File: src/rtl/regfile_sb.sv
// regfile_sb: register file with integrated write-pending scoreboard.
// ID locks destinations at issue, WB writes and releases them.
//
// Ports:
//   clk             core clock, rising edge
//   rst             asynchronous active-low reset
//   rd_en           per-port read request (gates hazard detection only)
//   rd_addr         packed read addresses, port i at [i*ADDR_W +: ADDR_W]
//   rd_data         packed read data, port i at [i*DATA_W +: DATA_W]
//   issue_valid     ID presents an instruction
//   issue_wr        that instruction writes a register
//   issue_addr      its destination
//   wb_en           WB writes a register
//   wb_addr         WB destination
//   wb_data         WB value
//   flush           squash, clears all locks
//   hold            combinational stall request
//   busy_count      registered count of locked registers
//   err_wb_unlocked sticky flag, WB to an unlocked register
module regfile_sb #(
    parameter int DATA_W   = 16,
    parameter int ADDR_W   = 4,
    parameter int NUM_RD   = 2,
    parameter bit BYPASS   = 1'b1,
    parameter bit ZERO_REG = 1'b0
) (
    input  logic                     clk,
    input  logic                     rst,
    input  logic [NUM_RD-1:0]        rd_en,
    input  logic [NUM_RD*ADDR_W-1:0] rd_addr,
    output logic [NUM_RD*DATA_W-1:0] rd_data,
    input  logic                     issue_valid,
    input  logic                     issue_wr,
    input  logic [ADDR_W-1:0]        issue_addr,
    input  logic                     wb_en,
    input  logic [ADDR_W-1:0]        wb_addr,
    input  logic [DATA_W-1:0]        wb_data,
    input  logic                     flush,
    output logic                     hold,
    output logic [ADDR_W:0]          busy_count,
    output logic                     err_wb_unlocked
);

    localparam int NREG = 1 << ADDR_W;

    logic [DATA_W-1:0] r_regs [NREG];
    logic [NREG-1:0]   r_pend;
    logic [ADDR_W:0]   r_busy;
    logic              r_err;

    logic [NUM_RD-1:0] w_raw;
    logic [NREG-1:0]   w_pend_nxt;
    logic [ADDR_W:0]   w_busy_nxt;
    logic              w_waw;
    logic              w_hold;
    logic              w_accept;
    logic              w_wb_zero;
    logic              w_iss_zero;
    logic              w_wb_wr;
    logic              w_set_err;

    assign w_wb_zero  = ZERO_REG && (wb_addr == '0);
    assign w_iss_zero = ZERO_REG && (issue_addr == '0);

    // Read ports and per-port RAW detection. A same-cycle WB to the
    // read address satisfies the read only when it is forwarded.
    always_comb begin : rd_blk
        logic [ADDR_W-1:0] w_ra;
        logic              w_zero;
        logic              w_byp;
        rd_data = '0;
        w_raw   = '0;
        for (int i = 0; i < NUM_RD; i++) begin
            w_ra   = rd_addr[i*ADDR_W +: ADDR_W];
            w_zero = ZERO_REG && (w_ra == '0);
            w_byp  = BYPASS && wb_en && (wb_addr == w_ra);
            if (w_zero) begin
                rd_data[i*DATA_W +: DATA_W] = '0;
            end else if (w_byp) begin
                rd_data[i*DATA_W +: DATA_W] = wb_data;
            end else begin
                rd_data[i*DATA_W +: DATA_W] = r_regs[w_ra];
            end
            w_raw[i] = rd_en[i] && r_pend[w_ra] && !w_zero && !w_byp;
        end
    end

    // A WB retiring the old writer clears the WAW conflict even
    // without forwarding: the new lock simply replaces the old one.
    assign w_waw = issue_valid && issue_wr && r_pend[issue_addr]
                && !(wb_en && (wb_addr == issue_addr))
                && !w_iss_zero;

    assign w_hold   = (|w_raw) || w_waw;
    assign w_accept = issue_valid && !w_hold && !flush;

    // Set is applied after clear: the issuing instruction is newer
    // than the one retiring, so its lock must survive.
    always_comb begin
        w_pend_nxt = r_pend;
        if (flush) begin
            w_pend_nxt = '0;
        end else begin
            if (wb_en) begin
                w_pend_nxt[wb_addr] = 1'b0;
            end
            if (w_accept && issue_wr && !w_iss_zero) begin
                w_pend_nxt[issue_addr] = 1'b1;
            end
        end
    end

    always_comb begin
        w_busy_nxt = '0;
        for (int a = 0; a < NREG; a++) begin
            w_busy_nxt = w_busy_nxt + {{ADDR_W{1'b0}}, w_pend_nxt[a]};
        end
    end

    // Retiring writes are never squashed, so flush does not gate them.
    assign w_wb_wr   = wb_en && !w_wb_zero;
    assign w_set_err = wb_en && !w_wb_zero && !r_pend[wb_addr] && !flush;

    always_ff @(posedge clk or negedge rst) begin
        if (!rst) begin
            for (int a = 0; a < NREG; a++) begin
                r_regs[a] <= '0;
            end
        end else if (w_wb_wr) begin
            r_regs[wb_addr] <= wb_data;
        end
    end

    always_ff @(posedge clk or negedge rst) begin
        if (!rst) begin
            r_pend <= '0;
            r_busy <= '0;
            r_err  <= 1'b0;
        end else begin
            r_pend <= w_pend_nxt;
            r_busy <= w_busy_nxt;
            if (w_set_err) begin
                r_err <= 1'b1;
            end
        end
    end

    assign hold            = w_hold;
    assign busy_count      = r_busy;
    assign err_wb_unlocked = r_err;

endmodule

File: config.mk
export PLATFORM = sky130hd
export DESIGN_NAME = regfile_sb
export DESIGN_NICKNAME = d
export VERILOG_FILES = /design/src/rtl/regfile_sb.sv
export SDC_FILE = /design/constraint.sdc
export NUM_CORES = 1
export LEC_CHECK = 0
export BUFFER_PORTS_ARGS = -buffer_cell sky130_fd_sc_hd__buf_2
export CAP_MARGIN = 0
export CORE_MARGIN = 4
export CORE_UTILIZATION = 48
export DETAILED_ROUTE_END_ITERATION = 8
export SYNTH_ARGS = -nofsm -noshare
export SYNTH_HDL_FRONTEND = slang
export SYNTH_SLANG_ARGS = --single-unit
export TNS_END_PERCENT = 30
File: constraint.sdc
create_clock -name clk -period 14.5 [get_ports clk]
set_input_delay 0.725 -clock clk [delete_from_list [all_inputs] [get_ports clk]]
set_output_delay 0.725 -clock clk [all_outputs]
set_load 0.005 [all_outputs]
[Yosys cells after proc, flatten, opt, wreduce, memory -nomap -nowiden]
Index checks and enable logic that the tools add are counted.
Word-level totals
  output and inout bits: 39
  register bits after elaboration: 278
  input bits: 40
Cells by class
  mux-type cells: 27
  reductions and logical operators: 26
  bitwise logic cells: 6
  equality and inequality tests: 3
  add/sub/neg operators: 15
  magnitude comparators: 10
Operator list (count)
  $bwmux 256: 1
  $mux 16: 11
  $bmux 16 s4: 2
  $demux 16 s4: 1
  $add 5x1->5: 11
  $lt 4x5->1 const B: 4
  $logic_and 1x1->1: 18
  $and 16x16->16: 1
  $bmux 1 s4: 4
  $not 16->16: 1
  $or 16x16->16: 1
  $ge 5x5->1 const B: 3
  $not 4->5: 3
  $eq 4x4->1: 3
  $demux 1 s4: 2
  $ge 4x1->1 const B: 2
  $logic_not 1->1: 6
  $mux 1: 6
  $add 4x1->5: 1
  $lt 5x1->1 const B: 1
  $add 3x1->4: 1
  $add 2x1->3: 1
  $add 1x1->2: 1
  $reduce_or 2->1: 1
  $logic_or 1x1->1: 1

[Logic depth before layout (Yosys ltp)]
  word-level depth: 27
  depth in mapped cells: 20
  depth with buffers taken out: 17

[Worst setup path after synthesis]
Ideal clock, no wire load.
  path type: input-to-reg
  from: input port issue_addr[0]
  to: register r_busy[4] (netlist: busy_count[4])
  arrival time: 5.225 ns
  setup slack: 9.211 ns
  data required time: 14.436 ns
  cell stages on the path: 19
  library setup time: 0.064 ns
  path buffers: 2
  cell sequence: buf_2 > mux4_2 > mux2i_1 > mux2_2 > o32ai_2 > buf_2 > o31a_1 > fa_1 > inv_1 > fa_1 > inv_1 > fa_1 > inv_1 > fa_1 > ha_1 > inv_1 > fa_1 > nor2b_1 > o21a_1
On the way
  cells in the longest elaborated chain, start to end: 26
  elaborated cells on any way between the ends: 35
  those cells by class: add/sub: 15; order compare: 2; eq/ne: 1; mux: 6; bitwise: 1; reduce/logical: 10
RTL lines
  start: declaration: line 34  | input logic [ADDR_W-1:0] issue_addr,
  $bmux 1 s4 or $eq 4x4->1 (tied branches): line 90, 91
  $mux 1 (not written as such) or $logic_and 1x1->1 (tied branches): line 90, 91
  $logic_and 1x1->1 or $logic_not 1->1 (tied branches): line 90, 91
  $logic_and 1x1->1: line 91  | && !(wb_en && (wb_addr == issue_addr))
  $logic_or 1x1->1: line 94  | assign w_hold = (|w_raw) || w_waw;
  $logic_not 1->1: line 95  | assign w_accept = issue_valid && !w_hold && !flush;
  $logic_and 1x1->1 (2 in series): line 95
  $logic_and 1x1->1: line 107  | if (w_accept && issue_wr && !w_iss_zero) begin
  $mux 16 (*): line 107
  $mux 16 (*): line 101  | if (flush) begin
  $add 1x1->2: line 116  | w_busy_nxt = w_busy_nxt + {{ADDR_W{1'b0}}, w_pend_nxt[a]};
  $add 2x1->3: line 116
  $add 3x1->4: line 116
  $add 4x1->5: line 116
  $add 5x1->5 (10 in series): line 116
  $add 5x1->5 (*): line 116
  net w_busy_nxt[4]: line 53  | logic [ADDR_W:0] w_busy_nxt;
  end signal: assignment: line 141  | r_busy <= w_busy_nxt;
  end: declaration: line 48  | logic [ADDR_W:0] r_busy;
Mark *: on every way through the listed nets, which the timed path passes. The rest lies on a longest branch. The select of a mux whose other input is x is not followed.
A chain may end at the register's enable or synchronous reset.

[Worst setup path after layout]
  from: input port rd_addr[0]
  to: register r_busy[4] (netlist: busy_count[4])
On the way
  cells in the longest elaborated chain, start to end: 27
  elaborated cells on any way between the ends: 30
  those cells by class: add/sub: 15; eq/ne: 1; mux: 4; reduce/logical: 10
RTL lines
  start: declaration: line 30  | input logic [NUM_RD*ADDR_W-1:0] rd_addr,
  $bmux 1 s4 or $eq 4x4->1 (tied branches): line 84, 76
  $mux 1 (not written as such) or $logic_and 1x1->1 (tied branches): line 84, 76
  $logic_and 1x1->1 or $logic_not 1->1 (tied branches): line 84  | w_raw[i] = rd_en[i] && r_pend[w_ra] && !w_zero && !w_byp;
  $logic_and 1x1->1 (*): line 84
  $reduce_or 2->1 (*): line 94
  $logic_or 1x1->1 (*): line 94
  $logic_not 1->1 (*): line 95
  $logic_and 1x1->1 (*) (2 in series): line 95
  [2 not listed]
  $mux 16 (*): line 101
  $add 1x1->2: line 116
  $add 2x1->3: line 116
  $add 3x1->4: line 116
  $add 4x1->5: line 116
  $add 5x1->5 (10 in series): line 116
  $add 5x1->5 (*): line 116
  net w_busy_nxt[4]: line 53
Marks and branches as above.

==> results.py <==
metrics = {
    "drt": {
        "met2WireLength_um": 20400,
        "top_layer_used": "met5",
        "first_pass_iters": 5,
        "final_antenna_net_count": 0,
        "wire_per_inst_um": 27.7,
        "met3_length_um": 1830,
        "viasPerCell": 6.36,
        "drt-met1-wl_um": 18100,
        "drtIter0Drc": 600,
        "vias": 9585,
        "drc": 0,
        "routed_wl_um": 41700,
    },
    "placed_design": {
        "port-buffer-count": 78,
        "place.gp.congestion": 0.827,
        "hpwl_um": 23300,
    },
    "synth": {
        "ys_seq_area_share_pct": 43.2,
        "ys_types": 45,
        "synth_most_common_cell": "mux2_2",
        "async_reset_ff_share_pct": 100,
        "synth_edf_count": 0,
        "syn_inst": 994,
        "syn_area_um2": 16100,
        "synth_top_area_share_pct": 43.2,
        "synth_common_cells": "mux2_2, dfrtp_1, mux4_2, clkbuf_1, mux4_1",
        "yosys.area.top_type": "dfrtp_1",
        "synth_fp_nets": 1049,
        "ys_seq_elements": 278,
        "yosysWarnings": 0,
        "synth_area_leaders": "dfrtp_1, mux2_2, mux4_2",
        "ys.flop_type": "dfrtp_1",
        "avgSynthCellArea_um2": 16.2,
    },
    "timing": {
        "setup_violations": 0,
        "worst_pin_slew_ns": 1.11,
        "slew_viol_final": 0,
        "clock_skew_ns": 0.00331,
        "fmax_mhz": 179,
        "rsz0062_at_grt": "no",
        "hold_viol": 0,
        "setup_tns_ns": 0,
        "whs_ns": 0.269,
        "min_period_over_period_pct": 38.5,
        "slew_headroom_pct": 26.0,
        "period_needed_ns": 5.58,
    },
    "critical_path": {
        "cp.required_ns": 14.95,
        "worst_setup_path_start_kind": "primary input",
        "cp_data_arrival_time_ns": 6.03,
        "crit_fanout": 39,
        "crit_path_frequent_cell": "fa_1",
        "critPathSlowestCell": "mux4_1",
        "criticalPathCategory": "in -> reg",
        "cpPeakStageDelay_ns": 0.64,
        "path_buf_inv": 6,
        "critPathCaptureType": "flip-flop",
        "crit_chain": "buf_4 -> mux4_1 -> mux2i_1 -> mux2_2 -> nor2_1 -> buf_4 -> o31a_1 -> fa_1 -> inv_1 -> fa_1 -> inv_1 -> fa_1 -> inv_1 -> fa_1 -> ha_1 -> inv_1 -> fa_1 -> nor2b_1 -> o21a_1",
        "critPathTopFamily": "adder cells",
    },
    "floorplanning": {
        "initial_core_util_pct": 49.1,
        "die_area_um2": 36500,
        "fp.coreArea_um2": 32800,
        "ioPinCount": 79,
        "die_x_um": 191,
        "num_rows": 66,
        "die_h_um": 191,
    },
    "clock_network": {
        "ctsHtreeMaxLevel": 2,
        "clk_latency_ns": 0.51,
        "cts_hold_buf": 0,
        "clk_path_buf_depth": 3,
        "path_clk_slew_ns": 0.06,
        "tritoncts": "done",
        "cts.sinks": 278,
        "numCtsBuffers": 34,
        "postCtsResizedCells": 0,
        "post-cts-setup-buffers": 0,
        "clockRootBuffer": "clkbuf_16",
    },
    "global_routing": {
        "grt_pass1_wl_um": 64100,
        "grt_max_degree": 121,
        "antenna_found_initial": 1,
        "grt_pass1_vias": 10114,
        "gr-total-overflow": 0,
        "track_usage_pct": 23.4,
    },
    "power_and_ir_drop": {
        "p_per_area_nw_per_um2": 141,
        "leakage_nw": 7.57,
        "vdd_drop_max_mv": 0.0709,
    },
    "layout": {
        "fillers": 2709,
        "area.growth.synth_to_final_pct": 11.6,
        "fin_nets": 1098,
        "drive_above_1_share_pct": 57.5,
        "antenna_cells": 0,
    },
    "outcome": {
        "status": "completed",
    },
    "hold_path": {
        "hold_class": "in -> async",
    },
    "flow_run": {
        "max_cap_viol_count": 0,
    },
}
flip-flops by register name, summed over array words and instances, names as in the netlist:
| name | count |
|---|---|
| busy_count | 5 |
| r_regs | 256 |
| r_pend | 16 |
| err_wb_unlocked | 1 |
layout make-up:
class | instances | area, um2 | share of cell area [%]
repair buffers | 104 | 606 | 3.37
inverters | 19 | 71.3 | 0.397
clock buffers | 45 | 996 | 5.54
multi-input cells | 606 | 8560 | 47.7
flip-flops and latches | 278 | 6960 | 38.7
clock inverters | 12 | 219 | 1.22
well taps | 442 | 553 | 3.08
worst reg2reg max path: cells and delay by family (launching register included):
kind | cells | cell delay, ns
AOI/OAI and AO/OA | 3 | 0.51
adders and majority gates | 6 | 2.67
buffers and inverters | 5 | 0.45
DFF | 1 | 0.48
muxes | 3 | 0.84
and+or+nand+nor | 1 | 0.12
metal layers:
metal,vias to the layer above,GRT usage (%)
li1,4028,-
met1,5212,32.2
met2,256,38.6
met3,87,3.93
met4,2,7.27
met5,-,0
per-stage QoR:
stage | worst slack [ns] | cell area [um2] | util [%] | instances | total power [mW]
after floorplan | 9.21 | 16100 | - | 994 | 1.46
after global placement | 8.40 | 16700 | 51.1 | 1449 | 1.61
after detailed placement | 8.34 | 16700 | 51.1 | 1449 | 1.63
after CTS | 8.87 | 18000 | 54.8 | 1506 | 2.56
after global routing | 8.64 | 18000 | 54.8 | 1506 | 2.65
final | 8.92 | 18000 | 54.8 | 1506 | 2.53
kinds of logic after synthesis:
kind of cell | synth area share (%)
muxes | 46.4
AOI/OAI and AO/OA | 1.44
adders and majority gates | 1.63
and+or+nand+nor | 2.84
buffers and inverters | 3.69
xor gates and xnor gates | 0.762
DFF | 43.2
power breakdown:
group / internal (mW) / leakage [nW] / switching [mW] / total (mW)
combinational: 0.363 / 3.54 / 0.187 / 0.549
clock: 0.588 / 0.590 / 0.335 / 0.923
sequential: 0.944 / 3.44 / 0.116 / 1.06
worst paths after layout:
check / start / end / slack [ns] / cells after the start
hold reg to reg: err_wb_unlocked$_DFFE_PN0P_ / err_wb_unlocked$_DFFE_PN0P_ / 0.47 / 1
max in group asynchronous: rst / r_regs[140]$_DFFE_PN0P_ / 12.26 / 3
hold / removal: rst / r_regs[241]$_DFFE_PN0P_ / 0.27 / 1
setup reg to reg: r_pend[5]$_DFF_PN0_ / busy_count[4]$_DFF_PN0_ / 9.36 / 18
setup / recovery: rd_addr[0] / busy_count[4]$_DFF_PN0_ / 8.92 / 19
min in group clk: err_wb_unlocked$_DFFE_PN0P_ / err_wb_unlocked$_DFFE_PN0P_ / 0.47 / 1
placed cells by master, fill, tap and decap left out, types with 4 or more instances in the layout:
| master | instances |
|---|---|
| xor2_1 | 8 |
| clkbuf_8 | 4 |
| clkbuf_1 | 4 |
| dfrtp_1 | 278 |
| bufinv_16 | 6 |
| buf_2 | 73 |
| clkbuf_16 | 37 |
| o31ai_1 | 15 |
| mux2i_1 | 6 |
| nor2_2 | 9 |
| o31a_1 | 5 |
| mux2_2 | 291 |
| ha_1 | 5 |
| xnor2_1 | 6 |
| or3b_2 | 10 |
| mux4_2 | 139 |
| nor3_1 | 4 |
| nand2_1 | 9 |
| fa_1 | 10 |
| mux4_1 | 38 |
| nand3_1 | 9 |
| nand3b_1 | 11 |
| nand2b_1 | 5 |
| inv_1 | 17 |
| buf_4 | 30 |
(Power assumes the default switching activity.)
